[src/rtl/axis_pkt_gen_pkg.sv]
// Shared types, TUSER field layout and the byte-pattern rule for the AXIS TX packet generator.
package axis_pkt_gen_pkg;

    typedef enum logic [1:0] {
        ST_IDLE = 2'd0,
        ST_SEND = 2'd1,
        ST_GAP  = 2'd2,
        ST_DONE = 2'd3
    } state_t;

    // TUSER first-beat field offsets and widths
    localparam int LEN_LO      = 0;
    localparam int SRC_LO      = 16;
    localparam int DST_LO      = 24;
    localparam int SEQ_LO      = 32;
    localparam int LEN_FIELD_W = 16;
    localparam int PORT_W      = 8;
    localparam int SEQ_W       = 32;

    // Byte j of a beat is the beat's base value (packet index + byte offset, mod 256) plus j.
    function automatic logic [7:0] pattern_byte(input logic [7:0] beat_base, input logic [7:0] lane);
        return beat_base + lane;
    endfunction

endpackage

[src/rtl/axis_keep_gen.sv]
// Purpose: packet length -> beats per packet and last-beat byte-enable mask.
// Latency: purely combinational.
// Backpressure: none, no handshake involved.
module axis_keep_gen #(
    parameter int BYTES     = 32,
    parameter int LEN_WIDTH = 16
) (
    input  logic [LEN_WIDTH-1:0] len,
    output logic [BYTES-1:0]     last_keep,
    output logic [LEN_WIDTH-1:0] beats
);

    localparam logic [LEN_WIDTH-1:0] BYTES_L = LEN_WIDTH'(BYTES);

    logic [LEN_WIDTH-1:0] rem;

    always_comb begin
        rem       = len % BYTES_L;
        beats     = (len / BYTES_L) + ((rem != '0) ? LEN_WIDTH'(1) : LEN_WIDTH'(0));
        last_keep = '0;
        // A remainder of zero means the last beat is completely full.
        for (int j = 0; j < BYTES; j++) begin
            last_keep[j] = (rem == '0) || (LEN_WIDTH'(j) < rem);
        end
    end

endmodule

[src/rtl/axis_tx_pkt_gen.sv]
// Purpose: AXI4-Stream burst generator of fixed-length patterned frames with TUSER port tags; PKT_GEN_SEQNUM_EN adds a sequence number in tuser[63:32].
// Latency: start at cycle t presents the first beat at t+1; back-to-back packets when ipg_cycles==0.
// Backpressure: beats advance only on tvalid&&tready; all beat fields hold steady while stalled.
module axis_tx_pkt_gen
    import axis_pkt_gen_pkg::*;
#(
    parameter int C_M_AXIS_DATA_WIDTH  = 256,
    parameter int C_M_AXIS_TUSER_WIDTH = 128,
    parameter int LEN_WIDTH            = 16,
    parameter int GAP_WIDTH            = 8
) (
    input  logic                              CLK,
    input  logic                              RESET,
    input  logic                              start,
    input  logic [LEN_WIDTH-1:0]              num_pkts,
    input  logic [LEN_WIDTH-1:0]              pkt_len,
    input  logic [GAP_WIDTH-1:0]              ipg_cycles,
    input  logic [7:0]                        src_port,
    input  logic [7:0]                        dst_port,
    output logic [C_M_AXIS_DATA_WIDTH-1:0]    m_axis_tdata,
    output logic [C_M_AXIS_DATA_WIDTH/8-1:0]  m_axis_tkeep,
    output logic [C_M_AXIS_TUSER_WIDTH-1:0]   m_axis_tuser,
    output logic                              m_axis_tvalid,
    input  logic                              m_axis_tready,
    output logic                              m_axis_tlast,
    output logic                              busy,
    output logic                              done,
    output logic [LEN_WIDTH-1:0]              pkts_sent
);

    localparam int         BYTES     = C_M_AXIS_DATA_WIDTH / 8;
    localparam logic [7:0] BEAT_STEP = 8'(BYTES % 256);

    state_t               state, state_nxt;
    logic [LEN_WIDTH-1:0] cfg_num, cfg_len, beat_cnt, beats, pkt_next;
    logic [GAP_WIDTH-1:0] cfg_ipg, gap_cnt;
    logic [7:0]           cfg_src, cfg_dst, beat_base;
    logic [BYTES-1:0]     last_keep, keep_w;
    logic                 sending, hs, last_beat, last_pkt;

    axis_keep_gen #(
        .BYTES     (BYTES),
        .LEN_WIDTH (LEN_WIDTH)
    ) u_keep_gen (
        .len       (cfg_len),
        .last_keep (last_keep),
        .beats     (beats)
    );

    assign sending   = (state == ST_SEND);
    assign hs        = sending && m_axis_tready;
    assign last_beat = (beat_cnt == beats - LEN_WIDTH'(1));
    assign pkt_next  = pkts_sent + LEN_WIDTH'(1);
    assign last_pkt  = (pkt_next == cfg_num);
    assign keep_w    = last_beat ? last_keep : '1;

    always_ff @(posedge CLK or posedge RESET) begin
        if (RESET) begin
            state <= ST_IDLE;
        end else begin
            state <= state_nxt;
        end
    end

    always_comb begin
        state_nxt = state;
        case (state)
            ST_IDLE: begin
                if (start) begin
                    state_nxt = (num_pkts == '0) ? ST_DONE : ST_SEND;
                end
            end
            ST_SEND: begin
                if (hs && last_beat) begin
                    if (last_pkt) begin
                        state_nxt = ST_DONE;
                    end else if (cfg_ipg != '0) begin
                        state_nxt = ST_GAP;
                    end
                end
            end
            ST_GAP: begin
                if (gap_cnt <= GAP_WIDTH'(1)) begin
                    state_nxt = ST_SEND;
                end
            end
            default: state_nxt = ST_IDLE;
        endcase
    end

    // beat_base tracks (packet index + byte offset of the current beat) mod 256.
    always_ff @(posedge CLK or posedge RESET) begin
        if (RESET) begin
            cfg_num   <= '0;
            cfg_len   <= '0;
            cfg_ipg   <= '0;
            cfg_src   <= '0;
            cfg_dst   <= '0;
            pkts_sent <= '0;
            beat_cnt  <= '0;
            beat_base <= '0;
            gap_cnt   <= '0;
        end else begin
            case (state)
                ST_IDLE: begin
                    if (start) begin
                        cfg_num   <= num_pkts;
                        cfg_len   <= (pkt_len == '0) ? LEN_WIDTH'(1) : pkt_len;
                        cfg_ipg   <= ipg_cycles;
                        cfg_src   <= src_port;
                        cfg_dst   <= dst_port;
                        pkts_sent <= '0;
                        beat_cnt  <= '0;
                        beat_base <= '0;
                    end
                end
                ST_SEND: begin
                    if (hs) begin
                        if (last_beat) begin
                            pkts_sent <= pkt_next;
                            beat_cnt  <= '0;
                            beat_base <= 8'(pkt_next);
                            gap_cnt   <= cfg_ipg;
                        end else begin
                            beat_cnt  <= beat_cnt + LEN_WIDTH'(1);
                            beat_base <= beat_base + BEAT_STEP;
                        end
                    end
                end
                ST_GAP: begin
                    gap_cnt <= gap_cnt - GAP_WIDTH'(1);
                end
                default: ;
            endcase
        end
    end

    // Outputs decode from registered state, so reset clears them immediately.
    always_comb begin
        busy          = (state != ST_IDLE);
        done          = (state == ST_DONE);
        m_axis_tvalid = sending;
        m_axis_tlast  = sending && last_beat;
        m_axis_tkeep  = '0;
        m_axis_tdata  = '0;
        m_axis_tuser  = '0;
        if (sending) begin
            m_axis_tkeep = keep_w;
            for (int j = 0; j < BYTES; j++) begin
                if (keep_w[j]) begin
                    m_axis_tdata[8*j +: 8] = pattern_byte(beat_base, 8'(j));
                end
            end
            if (beat_cnt == '0) begin
                m_axis_tuser[LEN_LO +: LEN_FIELD_W] = LEN_FIELD_W'(cfg_len);
                m_axis_tuser[SRC_LO +: PORT_W]      = cfg_src;
                m_axis_tuser[DST_LO +: PORT_W]      = cfg_dst;
`ifdef PKT_GEN_SEQNUM_EN
                m_axis_tuser[SEQ_LO +: SEQ_W]       = SEQ_W'(pkts_sent);
`endif
            end
        end
    end

endmodule

[config.mk]
export PLATFORM = sky130hd
export DESIGN_NAME = axis_tx_pkt_gen
export DESIGN_NICKNAME = d
export VERILOG_FILES = /design/src/rtl/axis_pkt_gen_pkg.sv /design/src/rtl/axis_keep_gen.sv /design/src/rtl/axis_tx_pkt_gen.sv
export SDC_FILE = /design/constraint.sdc
export NUM_CORES = 1
export LEC_CHECK = 0
export ABC_AREA = 1
export BUFFER_PORTS_ARGS = -buffer_cell sky130_fd_sc_hd__buf_2
export CORE_AREA = 2 2 192 194
export DETAILED_ROUTE_END_ITERATION = 8
export DIE_AREA = 0 0 194 196
export GPL_TIMING_DRIVEN = 1
export MAX_ROUTING_LAYER = met4
export PLACE_DENSITY = 0.67
export SKIP_LAST_GASP = 1
export SYNTH_ARGS = -nofsm -noshare
export SYNTH_HDL_FRONTEND = slang
export SYNTH_SLANG_ARGS = --single-unit
[constraint.sdc]
create_clock -name CLK -period 3.05 [get_ports CLK]
set_input_delay 0 -clock CLK [delete_from_list [all_inputs] [get_ports CLK]]
set_output_delay 0 -clock CLK [all_outputs]
set_load 0.05 [all_outputs]
==> impl_metrics.tcl, run 1 <==
set metrics [dict create \
    die_area_um2 38000 \
    n_antenna_cell 0 \
    grtUsageTotal 0.265 \
    end_kind "output pin" \
    grt_first_pass_wirelength_um 76300 \
    timing.final.ws_setup_ps -285 \
    synthCells 1786 \
    layout.nets 2373 \
    synthAdderAreaFrac 0.0286 \
    setup-violations-final 279 \
    dp_hpwl_um 39500 \
    cp_cell_sequence "nor2_2 > nand2_2 > nor2_4 > ha_4 > ha_4 > nand2_4 > nor2_4 > nand2_2 > xor2_2 > nand3_1 > nor3b_4 > buf_6 > clkbuf_16 > nand4_1 > nand2_2 > clkbuf_16 > nor2_2 > buf_4" \
    synth_top_family_by_area "simple AND/OR/NAND/NOR gates" \
    final_layout_size_suffix_gt1_frac 0.363 \
    place_congestion 0.942 \
    clock-skew-final_ps 10.8 \
    syn_area_um2 11000 \
    synthMuxAreaShare 0 \
    status "finished with violations" \
    cp.arrival_ps 3340 \
    ys_seq_elements 106 \
    worst-setup-path-type "reg -> out" \
    io_buffers 399 \
    route.detailed.drc 0 \
    grt_antenna_before_repair 0 \
    startpoint_type "flip-flop" \
    ios 496 \
    required_ps 3050 \
    synth_xor_area_frac 0.0943 \
    synthFlopType "dfrtp_1" \
    dpl_cell_area_um2 14600 \
    rows 70 \
    maxCapViolCount 0 \
    cp_max_fo 6 \
    layout_commonest_cell "nand2_1" \
    cts.sinks 106 \
    gr-total-overflow 0 \
    tritoncts "done" \
    min_period_ps 3340 \
    hold_viol 0 \
    fp.dieW_um 194 \
    start_util 0.304 \
    ant_nets 0 \
    critPathMostFrequentCell "nand2_2" \
    wl_per_cell_um 18.7 \
    leakage_nw 8.45 \
    ys_seq_area_frac 0.242 \
    vdd_drop_max_v 0.000276 \
    ys.warnings.count 0 \
    routed_via_density 4.89 \
    tightest_slew_ps 837 \
    routed_wl_um 51600 \
    synth-async-reset-ratio 1.00 \
    synth-edff-count 0 \
    slowest_stage "dfrtp_1" \
    syn_area_per_cell_um2 6.13 \
    fp.coreArea_um2 36100 \
    drt-pass1-iter-count 9 \
    drv_slew 0 \
    cts_root_buffer "clkbuf_16" \
    rsz0062_at_grt "true" \
    clock_path_buffers 2 \
    yosys.area_share.simple 0.378 \
    vias 13500 \
    ys_types 46 \
    powerDensity_nw_per_um2 219 \
    insertion_delay_ps 370 \
    slew_headroom 0.442 \
    htree_levels 3 \
    drt-initial-drc-count 772 \
    pre_cts_ws_ps 56.9 \
    fmax_mhz 300 \
    clk_pin_slew_ps 80 \
    synth_compound_area_frac 0.0910 \
    critPathBufInv 4 \
    period_share 1.09 \
    fp.dieH_um 196 \
    grt_max_degree 67 \
    grt_pass1_vias 13200 \
    critPathTopFamily "simple AND/OR/NAND/NOR gates" \
    max_stage_delay_ps 400 \
    syn2layout_area_growth_pct 50.0 \
    worstHoldPathType "in -> reg" \
    violations "setup timing" \
    final_cell_area_um2 16400 \
    cts_made_buffers 9 \
    final_cell_mix "nand2_1 (369), buf_2 (260), nor2_2 (215)" \
    power_w 0.00359 \
]
timing repair:
item	CTS	global route
hold buffers	57	0
hold endpoints to repair	120	0
pin swaps	13	15
endpoints found under the setup margin	279	294
gates resized for setup	91	204
gates cloned	3	3
buffers inserted	26	3
where the power goes:
| group | internal (W) | switching (W) | total [W] |
|---|---|---|---|
| Clock | 0.000745 | 0.000572 | 0.00132 |
| Sequential | 0.00146 | 0.0000444 | 0.00150 |
| Combinational | 0.000215 | 0.000557 | 0.000772 |
flip-flops by register name, summed over array words and instances (netlist names):
name / cells
cfg_dst: 8
cfg_num: 16
cfg_src: 8
cfg_ipg: 8
beat_cnt: 16
pkts_sent: 16
cfg_len: 16
gap_cnt: 8
state: 2
beat_base: 8
cell usage after synthesis, types with 8 or more instances:
master	n	area [µm²]
clkbuf_1	49	184
ha_1	25	313
nand3_1	95	475
o21ai_0	96	480
xor2_1	108	946
nand2_1	381	1430
nand2_2	27	169
nor2_1	372	1400
xnor2_1	10	87.6
inv_1	197	739
nand4_1	39	244
buf_4	99	743
buf_1	8	30.0
buf_2	15	75.1
nor4_1	10	62.6
dfrtp_1	106	2650
a21oi_1	34	170
o21ai_1	9	45.0
nand3b_1	8	60.1
nor3_1	33	165
final cells by class:
class,count,area [µm²]
Clock buffer,12,246
Clock inverter,4,75.1
Sequential cell,106,2650
Inverter,208,790
Fill cell,3663,19700
Timing Repair Buffer,567,4410
Multi-Input combinational cell,1396,7670
Tap cell,468,586
kinds of logic after synthesis:
logic type,Yosys count
buf+inv,380
simple gates,980
flops,106
compound gates,176
fa+ha+maj,25
xor+xnor,118
other cells,1
metal layers:
layer	vias up	GRT usage	part of all wire
met1	6392	0.311	0.40
met5	-	-	0
met3	120	0.0327	0.062
li1	6388	-	-
met4	0	0.128	0.049
met2	592	0.451	0.49
stage by stage:
| step | utilization | hold WS (ps) | cells | setup TNS, ps |
|---|---|---|---|---|
| global route | 0.455 | 84.2 | 2761 | -98540 |
| detailed placement | 0.404 | 208 | 2656 | 0 |
| global placement | 0.404 | 206 | 2656 | 0 |
| CTS | 0.445 | 41.4 | 2758 | -40610 |
| finish | 0.455 | 40.8 | 2761 | -50570 |
| floorplan | - | 117 | 1881 | -119 |
path summary, 6_finish.rpt:
check	cells past startpoint	startpoint	slack, ps	endpoint
min	5	start	40	state[1]
min reg2reg	2	cfg_src[7]	480	cfg_src[7]
min in group asynchronous	3	RESET	340	cfg_src[5]
max	18	cfg_len[2]	-290	m_axis_tdata[9]
max in group asynchronous	4	RESET	1870	cfg_num[13]
max reg2reg	18	cfg_len[2]	20	beat_base[6]
worst min-delay path, cell delays in order:
cell      delay [ps]
buf_2             90
o211ai_1          90
nand2_1           90
nand2_1           50
nand2_1           50
Note: power is estimated with default switching activity, not from simulation.
==> run 2: changes to the inputs <==
--- a/config.mk
+++ b/config.mk
@@ -13,6 +13,7 @@
 export GPL_TIMING_DRIVEN = 1
 export MAX_ROUTING_LAYER = met4
 export PLACE_DENSITY = 0.67
+export SETUP_SLACK_MARGIN = 0.5
 export SKIP_LAST_GASP = 1
 export SYNTH_ARGS = -nofsm -noshare
 export SYNTH_HDL_FRONTEND = slang
==> run 2 against run 1 <==
  * The run still ends with setup timing left
  * Highest routed layer unchanged
  * Via count up 0.40%
  * Die area unchanged
  * Sequential power is essentially flat
  * Final area up 0.30%
  * Critical path depth unchanged
  * Clock power shrank 11%
==> impl_metrics.tcl, run 2 (synthesis gave the netlist of run 1 again) <==
set metrics [dict create \
    power_frac_clock 0.340 \
    cts.sinks 106 \
    layout.nets 2368 \
    multi_input_area_um2 7810 \
    clk_pin_slew_ps 80 \
    clock_path_buffers 2 \
    p_int_w 0.00228 \
    switching_share 0.341 \
    dp_hpwl_um 38700 \
    routed_via_density 4.92 \
    drt-initial-drc-count 880 \
    finalNonFillerCells 2756 \
    pwr-share-seq 0.435 \
    syn2layout_area_growth_pct 50.5 \
    rows 70 \
    hold_viol 0 \
    dp_cells 2639 \
    grt_antenna_before_repair 0 \
    required_ps 3050 \
    startpoint_type "flip-flop" \
    routed_wl_um 52500 \
    io_buffers 399 \
    worst-setup-path-type "reg -> out" \
    cp.arrival_ps 3330 \
    min_period_ps 3330 \
    tightest_slew_ps 767 \
    maxCapViolCount 0 \
    start_util 0.304 \
    leakage_nw 8.43 \
    timing.final.ws_setup_ps -277 \
    end_kind "output pin" \
    fp.dieH_um 196 \
    fill_cells 3644 \
    fp.coreArea_um2 36100 \
    powerDensity_nw_per_um2 210 \
    cts_root_buffer "clkbuf_16" \
    final_layout_size_suffix_gt1_frac 0.313 \
    drv_slew 0 \
    worstHoldPathType "in -> reg" \
    setup-violations-final 276 \
    grt_pass1_vias 13000 \
    layout_commonest_cell "nand2_1" \
    violations "setup timing" \
    place_congestion 0.947 \
    vdd_drop_max_v 0.000415 \
    status "finished with violations" \
    clock-skew-final_ps 12.0 \
    final_cell_mix "nand2_1 (371), nor2_1 (263), buf_2 (234)" \
    power_w 0.00346 \
    ios 496 \
    route.detailed.drc 0 \
    gr-total-overflow 0 \
    fp.dieW_um 194 \
    power_switching_w 0.00118 \
    fin_util 0.457 \
    cts_made_buffers 9 \
    combPwrFrac 0.224 \
    insertion_delay_ps 370 \
    seqCellArea_um2 2650 \
    wl_per_cell_um 19.0 \
    setup_tns_ps -54600 \
    n_antenna_cell 0 \
    rsz0062_at_grt "true" \
    whs_ps 30.6 \
    tritoncts "done" \
    drt-pass1-iter-count 6 \
    vias 13500 \
    period_share 1.09 \
    grt_first_pass_wirelength_um 77800 \
    ant_nets 0 \
    slew_headroom 0.489 \
    fmax_mhz 301 \
    htree_levels 3 \
    die_area_um2 38000 \
    grtUsageTotal 0.270 \
    grt_max_degree 62 \
    cp_max_fo 6 \
]
## run 2: changes by cell type in the layout (fill, tap and decap cells not counted), moves of 10 or more
cell / before / now
nor2_1: 147 / 263
buf_6: 45 / 74
nand2_2: 32 / 16
buf_12: 34 / 21
buf_2: 260 / 234
nand2_8: 0 / 10
nor2_4: 18 / 43
buf_4: 164 / 144
clkbuf_4: 2 / 15
nand2_4: 8 / 22
nor2_2: 215 / 74
## run 2: area by class of cell
cell class / count / share of cell area
Clock buffer: 11 / 0.0153
Tap cell: 468 / 0.0355
Inverter: 208 / 0.0481
Sequential cell: 106 / 0.161
Clock inverter: 5 / 0.00220
Timing Repair Buffer: 552 / 0.264
Multi-Input combinational cell: 1406 / 0.474
## run 2: worst paths after layout
kind                       cells after the start                end  slack, ps        from
max                                           18  m_axis_tdata[114]       -280  cfg_len[2]
min reg2reg                                    2         cfg_ipg[4]        500  cfg_ipg[4]
min                                            5           state[1]         30       start
min in group asynchronous                      3         cfg_src[5]        340       RESET
max reg2reg                                   17       beat_base[6]          0  cfg_len[2]
max in group asynchronous                      4       pkts_sent[6]       1980       RESET
## run 2: stage by stage
step	setup slack, ps	instance area [µm²]
finish	-277	16500
global route	-469	16500
CTS	-238	15700
detailed placement	45.8	14100
global placement	86.1	14100
floorplan	15.1	11800
## run 2: per-layer routing
metal  global-route usage  share of wire
met1                0.323           0.40
met2                0.472           0.50
met3               0.0315          0.064
met4               0.0951          0.036
met5                    -              0
## run 2: what timing repair did
action                                  CTS  global route
pin swaps                                29            17
endpoints found under the setup margin  329           330
endpoints found under the hold margin   115             0
buffers inserted                         17            10
resized for setup                       148           248
gates cloned                             12             5
hold buffers                             57             0
## run 2: critical path, stage by stage (launching register included)
cell     delay (ps)
dfrtp_1         400
nor2_2          160
nand2_2         100
nor2_4          110
ha_4            180
ha_4            160
nand2_4          70
nor2_4          140
nand2_2         100
xor2_2          180
nand3_2         100
nor3b_4         260
buf_6           140
buf_12          110
nand4_1         160
buf_4           210
nand2_2         120
nor2_1           90
buf_6           170
## run 2: power groups by stage
stage	Combinational, W	Clock, W	Sequential (W)
final	0.000776	0.00118	0.00151
after floorplan	0.000618	0	0.00152
after global placement	0.000662	0	0.00153
after CTS	0.000745	0.00120	0.00150
after detailed placement	0.000664	0	0.00153
after global routing	0.000838	0.00125	0.00151
